===== src/rtl/mux4_rr_arbiter_pkg.sv =====
// Shared types and constants for the 4-way round-robin mux arbiter.
package mux4_rr_arbiter_pkg;

    typedef enum logic {
        ST_IDLE = 1'b0,
        ST_BUSY = 1'b1
    } state_t;

    localparam int NREQ  = 4;
    localparam int SEL_W = 2;

    function automatic logic [NREQ-1:0] onehot4(input logic [SEL_W-1:0] i);
        return 4'b0001 << i;
    endfunction

endpackage


===== src/rtl/mux4_rr_arbiter_mux.sv =====
// Gate-level 4:1 single-bit mux cell.
module MUX4_1 (
    input  logic [1:0] S,
    input  logic       D0,
    input  logic       D1,
    input  logic       D2,
    input  logic       D3,
    output logic       Y
);

    assign Y = (~S[1] & ~S[0] & D0)
             | (~S[1] &  S[0] & D1)
             | ( S[1] & ~S[0] & D2)
             | ( S[1] &  S[0] & D3);

endmodule


===== src/rtl/mux4_rr_arbiter_pick.sv =====
// Round-robin pick: first asserted request scanning from ptr upward, mod 4.
module rr_pick4
    import mux4_rr_arbiter_pkg::*;
(
    input  logic [NREQ-1:0]  req,
    input  logic [SEL_W-1:0] ptr,
    output logic             any,
    output logic [SEL_W-1:0] idx
);

    logic [2*NREQ-1:0] w_dbl;
    logic [NREQ-1:0]   w_rot;
    logic [SEL_W-1:0]  w_off;

    assign w_dbl = {req, req};
    assign w_rot = w_dbl[{1'b0, ptr} +: NREQ];
    assign any   = |req;

    always_comb begin
        w_off = 2'd0;
        if (w_rot[0])      w_off = 2'd0;
        else if (w_rot[1]) w_off = 2'd1;
        else if (w_rot[2]) w_off = 2'd2;
        else if (w_rot[3]) w_off = 2'd3;
    end

    assign idx = ptr + w_off;

endmodule


===== src/rtl/mux4_rr_arbiter.sv =====
// Round-robin arbiter sharing one output channel among 4 requesters,
// with valid/ready handshake and a per-grant transfer limit.
module mux4_rr_arbiter
    import mux4_rr_arbiter_pkg::*;
#(
    parameter int WIDTH    = 8,
    parameter int MAX_HOLD = 4
) (
    input  logic             clk,
    input  logic             rst,
    input  logic [3:0]       req,
    input  logic [3:0]       last,
    input  logic [WIDTH-1:0] d0,
    input  logic [WIDTH-1:0] d1,
    input  logic [WIDTH-1:0] d2,
    input  logic [WIDTH-1:0] d3,
    input  logic             out_ready,
    output logic             out_valid,
    output logic [WIDTH-1:0] out_data,
    output logic [1:0]       sel,
    output logic [3:0]       gnt
);

    localparam int              HW        = $clog2(MAX_HOLD) + 1;
    localparam logic [HW-1:0]   HOLD_LAST = HW'(MAX_HOLD - 1);

    state_t            r_state;
    state_t            w_state_nx;
    logic [SEL_W-1:0]  r_ptr;
    logic [SEL_W-1:0]  r_sel;
    logic [NREQ-1:0]   r_gnt;
    logic [HW-1:0]     r_hold;

    logic              w_busy;
    logic              w_valid;
    logic              w_xfer;
    logic              w_rel;
    logic              w_load;
    logic              w_any;
    logic [SEL_W-1:0]  w_idx;
    logic [SEL_W-1:0]  w_next_ptr;
    logic [SEL_W-1:0]  w_pick_ptr;

    assign w_busy     = (r_state == ST_BUSY);
    assign w_valid    = w_busy & req[r_sel];
    assign w_xfer     = w_valid & out_ready;
    assign w_rel      = w_busy & (~req[r_sel]
                      | (w_xfer & (last[r_sel] | (r_hold == HOLD_LAST))));
    assign w_next_ptr = r_sel + 2'd1;
    // Release re-picks with the rotated pointer in the same cycle.
    assign w_pick_ptr = w_rel ? w_next_ptr : r_ptr;
    assign w_load     = (~w_busy | w_rel) & w_any;

    rr_pick4 u_pick (
        .req (req),
        .ptr (w_pick_ptr),
        .any (w_any),
        .idx (w_idx)
    );

    always_ff @(posedge clk or posedge rst) begin
        if (rst) r_state <= ST_IDLE;
        else     r_state <= w_state_nx;
    end

    always_comb begin
        w_state_nx = r_state;
        unique case (r_state)
            ST_IDLE: if (w_any) w_state_nx = ST_BUSY;
            ST_BUSY: if (w_rel && !w_any) w_state_nx = ST_IDLE;
            default: w_state_nx = ST_IDLE;
        endcase
    end

    always_comb begin
        out_valid = w_valid;
    end

    always_ff @(posedge clk or posedge rst) begin
        if (rst) begin
            r_ptr  <= '0;
            r_sel  <= '0;
            r_gnt  <= '0;
            r_hold <= '0;
        end else begin
            if (w_rel) r_ptr <= w_next_ptr;
            if (w_load) begin
                r_sel  <= w_idx;
                r_gnt  <= onehot4(w_idx);
                r_hold <= '0;
            end else if (w_rel) begin
                r_gnt  <= '0;
                r_hold <= '0;
            end else if (w_xfer) begin
                r_hold <= r_hold + HW'(1);
            end
        end
    end

    assign sel = r_sel;
    assign gnt = r_gnt;

    for (genvar k = 0; k < WIDTH; k++) begin : g_mux
        MUX4_1 u_mux (
            .S  (r_sel),
            .D0 (d0[k]),
            .D1 (d1[k]),
            .D2 (d2[k]),
            .D3 (d3[k]),
            .Y  (out_data[k])
        );
    end

endmodule

===== config.mk =====
export PLATFORM = sky130hd
export DESIGN_NAME = mux4_rr_arbiter
export DESIGN_NICKNAME = d
export VERILOG_FILES = /design/src/rtl/mux4_rr_arbiter_pkg.sv /design/src/rtl/mux4_rr_arbiter_mux.sv /design/src/rtl/mux4_rr_arbiter_pick.sv /design/src/rtl/mux4_rr_arbiter.sv
export SDC_FILE = /design/constraint.sdc
export NUM_CORES = 1
export LEC_CHECK = 0
export BUFFER_PORTS_ARGS = -buffer_cell sky130_fd_sc_hd__buf_2
export CORE_ASPECT_RATIO = 0.6
export CORE_MARGIN = 8
export CORE_UTILIZATION = 44
export DETAILED_ROUTE_END_ITERATION = 10
export PLACE_DENSITY = 0.79
export SLEW_MARGIN = 20
export SYNTH_ARGS = -nofsm -noshare
export SYNTH_HDL_FRONTEND = slang
export SYNTH_SLANG_ARGS = --single-unit

===== constraint.sdc =====
create_clock -name clk -period 3.5 [get_ports clk]
set_input_delay 0.175 -clock clk [delete_from_list [all_inputs] [get_ports clk]]
set_output_delay 0.175 -clock clk [all_outputs]
set_load 0.05 [all_outputs]

# After elaboration in Yosys (flattened, before gate mapping)

Cells that the tools add are included.

Bits in registers: 12
Output and inout bits: 15
Word-level logic and storage cells: 106
Input port bits: 43

Reduce and logical (&&, ||, !) cells: 5
Muxes and demuxes: 17
Shift operators: 2
Equal/unequal tests: 1
Order comparisons: 1
Bitwise operators: 72
Add/sub/neg operators: 3

Operators by type and width:

| kind                                                                          | number |
|---|---|
| 1-bit bitwise AND                                                             | 41 |
| 1-bit OR                                                                      | 27 |
| 2-bit 2-to-1 mux                                                              | 5 |
| 3-bit 2-to-1 mux                                                              | 3 |
| 4-bit 2-to-1 mux                                                              | 2 |
| 8-bit by 3-bit indexed part select with 4-bit output                          | 1 |
| 1-bit binary-select mux with 2-bit select                                     | 2 |
| 1-bit 2-to-1 mux                                                              | 4 |
| 1-bit inverter                                                                | 4 |
| 4-bit OR reduction                                                            | 1 |
| 1-bit by 2-bit << shifter with 4-bit output (first input constant)            | 1 |
| 3-bit by 1-bit adder with 3-bit output (second input constant)                | 1 |
| 3-bit by 2-bit == test with 1-bit output (second input constant)              | 1 |
| 2-bit by 3-bit less-than comparator with 1-bit output (second input constant) | 1 |
| 3-bit nonzero test                                                            | 1 |
| 2-bit by 1-bit adder with 2-bit output (second input constant)                | 1 |
| 2-bit adder                                                                   | 1 |
| 1-bit case mux with 2 select lines                                            | 1 |
| 2-bit nonzero test                                                            | 1 |
| 1-bit logical AND                                                             | 1 |
| 1-bit logical NOT                                                             | 1 |

# Depth between registers and ports, before layout

Depth after elaboration: 16
Mapped depth: 13
Depth with buffers taken out: 13

# Cells and area by module

Synthesis repeated with hierarchy kept, for this count alone.

Cells, all modules: 85
Area, all modules: 994.7 um2

Modules (own cells, without submodules):

| module          | instances | area each (um2) | seq. area each (um2) | cells each |
|---|---|---|---|---|
| mux4_rr_arbiter | 1         | 653.1           | 300.3                | 55 |
| MUX4_1          | 8         | 22.5            | 0.0                  | 1 |
| rr_pick4        | 1         | 161.4           | 0.0                  | 22 |

# Least setup slack after synthesis

Ideal clock, no wire load.

Path type: flip-flop to flip-flop
From: register r_sel[0] (netlist: sel[0])
To: register r_gnt[3] (netlist: gnt[3])
Stages on the path, launching flop included: 13
Slack: 0.363 ns
Setup time: 0.121 ns
Arrival: 3.016 ns
Required time: 3.379 ns
Buffers on the path: 1
Clock period less this slack: 3.137 ns
Path through: dfrtp_1 -> buf_6 -> mux4_2 -> nor2b_1 -> a31o_4 -> mux2i_2 -> inv_2 -> a211o_1 -> a32oi_1 -> ha_1 -> inv_1 -> nor2_1 -> a22o_1

Cells in the longest elaborated chain, start to end: 16
Elaborated cells between the ends (all ways): 24
Classes of those cells: add/sub: 2; shift: 2; mux: 10; bitwise: 9; reduce/logical: 1

RTL lines:

| what                                          | RTL line                                     | RTL |
|---|---|---|
| from (decl)                                   | mux4_rr_arbiter.sv:30                        | `logic [SEL_W-1:0] r_sel;` |
| from (signal assigned)                        | mux4_rr_arbiter.sv:88                        | `r_sel <= w_idx;` |
| 1-bit binary-select mux with 2-bit select     | mux4_rr_arbiter.sv:45, mux4_rr_arbiter.sv:47 |  |
| 1-bit 2-to-1 mux (not written as such)        | mux4_rr_arbiter.sv:45, mux4_rr_arbiter.sv:47 |  |
| 1-bit bitwise AND                             | mux4_rr_arbiter.sv:45                        | `assign w_valid = w_busy & req[r_sel];` |
| 1-bit bitwise AND                             | mux4_rr_arbiter.sv:46                        | `assign w_xfer = w_valid & out_ready;` |
| 1-bit bitwise AND                             | mux4_rr_arbiter.sv:48                        | `\| (w_xfer & (last[r_sel] \| (r_hold == HOLD_LAST))));` |
| 1-bit OR                                      | mux4_rr_arbiter.sv:48                        |  |
| 1-bit bitwise AND                             | mux4_rr_arbiter.sv:47                        | `assign w_rel = w_busy & (~req[r_sel]` |
| 2-bit 2-to-1 mux *                            | mux4_rr_arbiter.sv:51                        | `assign w_pick_ptr = w_rel ? w_next_ptr : r_ptr;` |
| net u_pick.ptr[1]                             | mux4_rr_arbiter_pick.sv:6                    | `input logic [SEL_W-1:0] ptr,` |
| [1 not listed]                                | n/a                                          |  |
| 2-bit 2-to-1 mux                              | mux4_rr_arbiter_pick.sv:24                   | `else if (w_rot[3]) w_off = 2'd3;` |
| 2-bit 2-to-1 mux                              | mux4_rr_arbiter_pick.sv:23                   | `else if (w_rot[2]) w_off = 2'd2;` |
| 2-bit 2-to-1 mux                              | mux4_rr_arbiter_pick.sv:22                   | `else if (w_rot[1]) w_off = 2'd1;` |
| 2-bit 2-to-1 mux *                            | mux4_rr_arbiter_pick.sv:21                   | `if (w_rot[0]) w_off = 2'd0;` |
| 2-bit adder *                                 | mux4_rr_arbiter_pick.sv:27                   | `assign idx = ptr + w_off;` |
| net u_pick.idx[0]                             | mux4_rr_arbiter_pick.sv:8                    | `output logic [SEL_W-1:0] idx` |
| 1-bit by 2-bit << shifter with 4-bit output * | mux4_rr_arbiter_pkg.sv:13                    | `return 4'b0001 << i;` |
| 4-bit 2-to-1 mux *                            | mux4_rr_arbiter.sv:87                        | `if (w_load) begin` |
| to (signal assigned)                          | mux4_rr_arbiter.sv:89                        | `r_gnt <= onehot4(w_idx);` |
| to (decl)                                     | mux4_rr_arbiter.sv:31                        | `logic [NREQ-1:0] r_gnt;` |

The timed path passes the listed nets; every way through them passes the cells marked *. The select of a mux whose other input is x is not followed.
A chain may end at the register's enable or synchronous reset.

# Worst setup path in the final report

From: register r_sel[0] (netlist: sel[0])
To: register r_sel[1] (netlist: sel[1])

Cells in the longest elaborated chain, start to end: 14
Elaborated cells between the ends (all ways): 21
Classes of those cells: add/sub: 2; shift: 1; mux: 9; bitwise: 9

RTL lines:

| what                                                 | RTL line                                     | RTL |
|---|---|---|
| 1-bit binary-select mux with 2-bit select            | mux4_rr_arbiter.sv:45, mux4_rr_arbiter.sv:47 |  |
| 1-bit 2-to-1 mux (not written as such)               | mux4_rr_arbiter.sv:45, mux4_rr_arbiter.sv:47 |  |
| 1-bit bitwise AND                                    | mux4_rr_arbiter.sv:45                        |  |
| 1-bit bitwise AND                                    | mux4_rr_arbiter.sv:46                        |  |
| 1-bit bitwise AND                                    | mux4_rr_arbiter.sv:48                        |  |
| 1-bit OR                                             | mux4_rr_arbiter.sv:48                        |  |
| 1-bit bitwise AND                                    | mux4_rr_arbiter.sv:47                        |  |
| 2-bit 2-to-1 mux *                                   | mux4_rr_arbiter.sv:51                        |  |
| net u_pick.ptr[1]                                    | mux4_rr_arbiter_pick.sv:6                    |  |
| 8-bit by 3-bit indexed part select with 4-bit output | mux4_rr_arbiter_pick.sv:16                   | `assign w_rot = w_dbl[{1'b0, ptr} +: NREQ];` |
| 2-bit 2-to-1 mux                                     | mux4_rr_arbiter_pick.sv:24                   |  |
| 2-bit 2-to-1 mux                                     | mux4_rr_arbiter_pick.sv:23                   |  |
| 2-bit 2-to-1 mux                                     | mux4_rr_arbiter_pick.sv:22                   |  |
| 2-bit 2-to-1 mux                                     | mux4_rr_arbiter_pick.sv:21                   |  |
| 2-bit adder *                                        | mux4_rr_arbiter_pick.sv:27                   |  |

Marked as above.

==> reports/results.txt <==
Status = completed
Vias/cell = 5.37
Worst EP required = 3.68 ns
Worst hold path type = in2reg
Top cell type's share of synthesized area = 0.278
Root buf cell = clkbuf_8
Post-route clock period utilization = 0.903
Fmax = 0.316 GHz
Worst Setup End Kind = register
Vias = 1117
Vias in the first global route = 1147
Layout Nets = 228
ANT cells = 0
DRC = 0
Placed Cells = 204
Area Overhead vs Synth = 26.5%
First-pass GRT wire length = 5090 um
Clock sinks = 12
CTS max path bufs = 2
Die footprint = 4350 um2
Min-Delay Path Depth = 3
Port-buffer cells = 57
Final antenna-violating net count = 0
Largest stage delay on the critical path = 0.59 ns
Max cap viols = 0
Critical-path cell list = mux4_2 -> nor2b_1 -> a31o_4 -> mux2i_2 -> inv_2 -> a211o_1 -> a32oi_1 -> ha_1 -> xor2_1 -> mux2_2
Register area share after synthesis = 0.278
Chip width = 80.0 um
WP data arrival = 3.35 ns
Final std cells w/o fill = 208
VDD IR max = 441 uV
CORE AREA = 2420 um2
Layout cells sized above 1 = 0.386
Fill count = 236
Cts repair resizes = 0
GRT Residual Overflow = 0
Hold Crit Endpoint = r_hold[2]$_DFFE_PP0P_
Initial antenna violation count = 0
Mapped Area = 1080 um2
Syn Inst Count = 129
RSZ-0062 raised after global routing = false
H-tree level count = 1
Synth warn = 0
Min Tclk post-route = 3.16 ns
Detailed router's first-iteration violation count = 48
Final setup TNS = 0 ns
Crit-path max FO = 11
Mapped Nets = 179
R2R cell count = 10
Area contributors post-synth = dfrtp_1 (28%), a22oi_1 (12%), ha_1 (8.1%)
Worst Path Class, Setup = reg2reg
Most common cell after layout, fill and taps aside = buf_2
RR Endpoint = sel[1]$_DFFE_PP0P_
FF-to-FF setup slack = 0.34 ns
Most frequent cells in the layout = buf_2 (57), a22oi_1 (17), nand2_1 (17)
Syn avg cell area = 8.37 um2
Setup violations, final = 0
PD cells = 1130 nW/um2
Height of the die = 54.4 um
Clk Latency, worst-skew pair = 0.24 ns
Worst R2R Start = sel[0]$_DFFE_PP0P_
Largest net degree at the start of global routing = 14
Post-synth cell types = 36
CTS tree = done
Pins over their slew limit = 0
CTS clk-pin slew, worst paths = 0.05 ns
Slew margin rel. = 0.677
Detail Placement HPWL = 2580 um
Final Wtd Congestion = 0.780
Clk_skew = 0.00466 ns
Top Ports = 58
Drt pass-1 iters = 4
Post-synth top area cell = dfrtp_1
Leakage power = 0.000727 uW
Critical-path top delay cell = dfrtp_1
CTS buffer count = 3
WL/cell = 15.2 um
Total GRT Usage = 0.144
Post-Route WL = 3160 um
Slew @ Worst Pin = 0.479 ns
Initial Utilization = 0.447
Final Hold Fails = 0
Critical Path Source Type = register
Register bit total from synthesis = 12
Hold path start = out_ready
Cell Rows = 14
[stage by stage]
step / setup WS [ns] / cell area [um2] / hold slack [ns] / util / total power (uW)
after global placement: 0.529 / 1320 / 0.199 / 0.544 / 1370
after floorplan: 0.363 / 1080 / 0.0397 / - / 1270
final: 0.339 / 1370 / 0.307 / 0.565 / 1540
after global routing: 0.120 / 1370 / 0.334 / 0.565 / 1650
after CTS: 0.316 / 1370 / 0.301 / 0.565 / 1550
after detailed placement: 0.361 / 1320 / 0.208 / 0.544 / 1410
[metal layers]
layer | wire length, um | up-vias | GRT usage
met2 | 1470 | 48 | 0.247
met1 | 1260 | 506 | 0.162
met4 | 56 | 0 | 0.0629
met3 | 376 | 9 | 0.0541
met5 | 0 | - | 0
li1 | - | 554 | -
[cell usage after synthesis, drive strengths merged]
| master | instances |
|---|---|
| mux4 | 1 |
| a22oi | 17 |
| and2b | 1 |
| a22o | 2 |
| a32oi | 2 |
| nand4 | 1 |
| nand2 | 17 |
| a211o | 2 |
| and2 | 1 |
| nand3b | 2 |
| o31ai | 2 |
| o22ai | 1 |
| ha | 7 |
| a21o | 2 |
| a31o | 1 |
| nand3 | 2 |
| dfrtp | 12 |
| mux2 | 1 |
| buf | 11 |
| nor2b | 3 |
| clkbuf | 3 |
| mux2i | 5 |
| nor3 | 1 |
| a21oi | 1 |
| o21ai | 9 |
| xor2 | 1 |
| nor2 | 8 |
| o211ai | 1 |
| inv | 11 |
| nand2b | 1 |
[worst max-delay path: cells and delay by family, from the launching register on]
| kind | cells | cell delay [ns] |
|---|---|---|
| AO/OA/AOI/OAI | 3 | 0.66 |
| buffers and inverters | 1 | 0.07 |
| multiplexers | 3 | 1.09 |
| adder cells (fa/ha/maj) | 1 | 0.19 |
| AND/OR/NAND/NOR | 1 | 0.17 |
| flip-flops | 1 | 0.59 |
| XOR/XNOR | 1 | 0.32 |
[state kept, by name, indices dropped and copies added, names as in the netlist]
register,cells
r_state,1
r_ptr,2
gnt,4
sel,2
r_hold,3
[how the worst max path moves through the flow]
stage | start | end | slack [ns]
2_1_floorplan | sel[0]$_DFFE_PP0P_ | gnt[3]$_DFFE_PP0P_ | 0.36
3_3_place_gp | sel[0]$_DFFE_PP0P_ | gnt[3]$_DFFE_PP0P_ | 0.53
3_5_place_dp | sel[0]$_DFFE_PP0P_ | sel[1]$_DFFE_PP0P_ | 0.36
4_1_cts | sel[0]$_DFFE_PP0P_ | sel[1]$_DFFE_PP0P_ | 0.32
5_1_grt | sel[0]$_DFFE_PP0P_ | sel[1]$_DFFE_PP0P_ | 0.12
6_report | sel[0]$_DFFE_PP0P_ | sel[1]$_DFFE_PP0P_ | 0.34
[cell families after synthesis]
| family | Yosys count | synth area share |
|---|---|---|
| AOI/OAI and AO/OA | 40 | 0.272 |
| xor gates and xnor gates | 1 | 0.00811 |
| adders and majority gates | 7 | 0.0811 |
| buffers and inverters | 25 | 0.122 |
| DFF | 12 | 0.278 |
| muxes | 7 | 0.0811 |
| and+or+nand+nor | 37 | 0.158 |
[area by class of cell]
cell class	instances	area (um2)	area share
sequential	12	300	0.220
inverter	11	41.3	0.0302
clock buffer	3	41.3	0.0302
tap	32	40.0	0.0293
timing repair buffer	58	295	0.216
multi-input combinational	92	648	0.474
[power by group]
group	switching (uW)	internal [uW]	leakage, uW
Clock	51.8	76.0	0.0000216
Combinational	779	381	0.000556
Sequential	61.1	194	0.000149
[repair_timing]
action	4_1_cts	5_1_grt
hold endpoints to repair	12	0
hold buffers	1	0
setup buffers	0	0
Power figures use the tool's default switching activity.
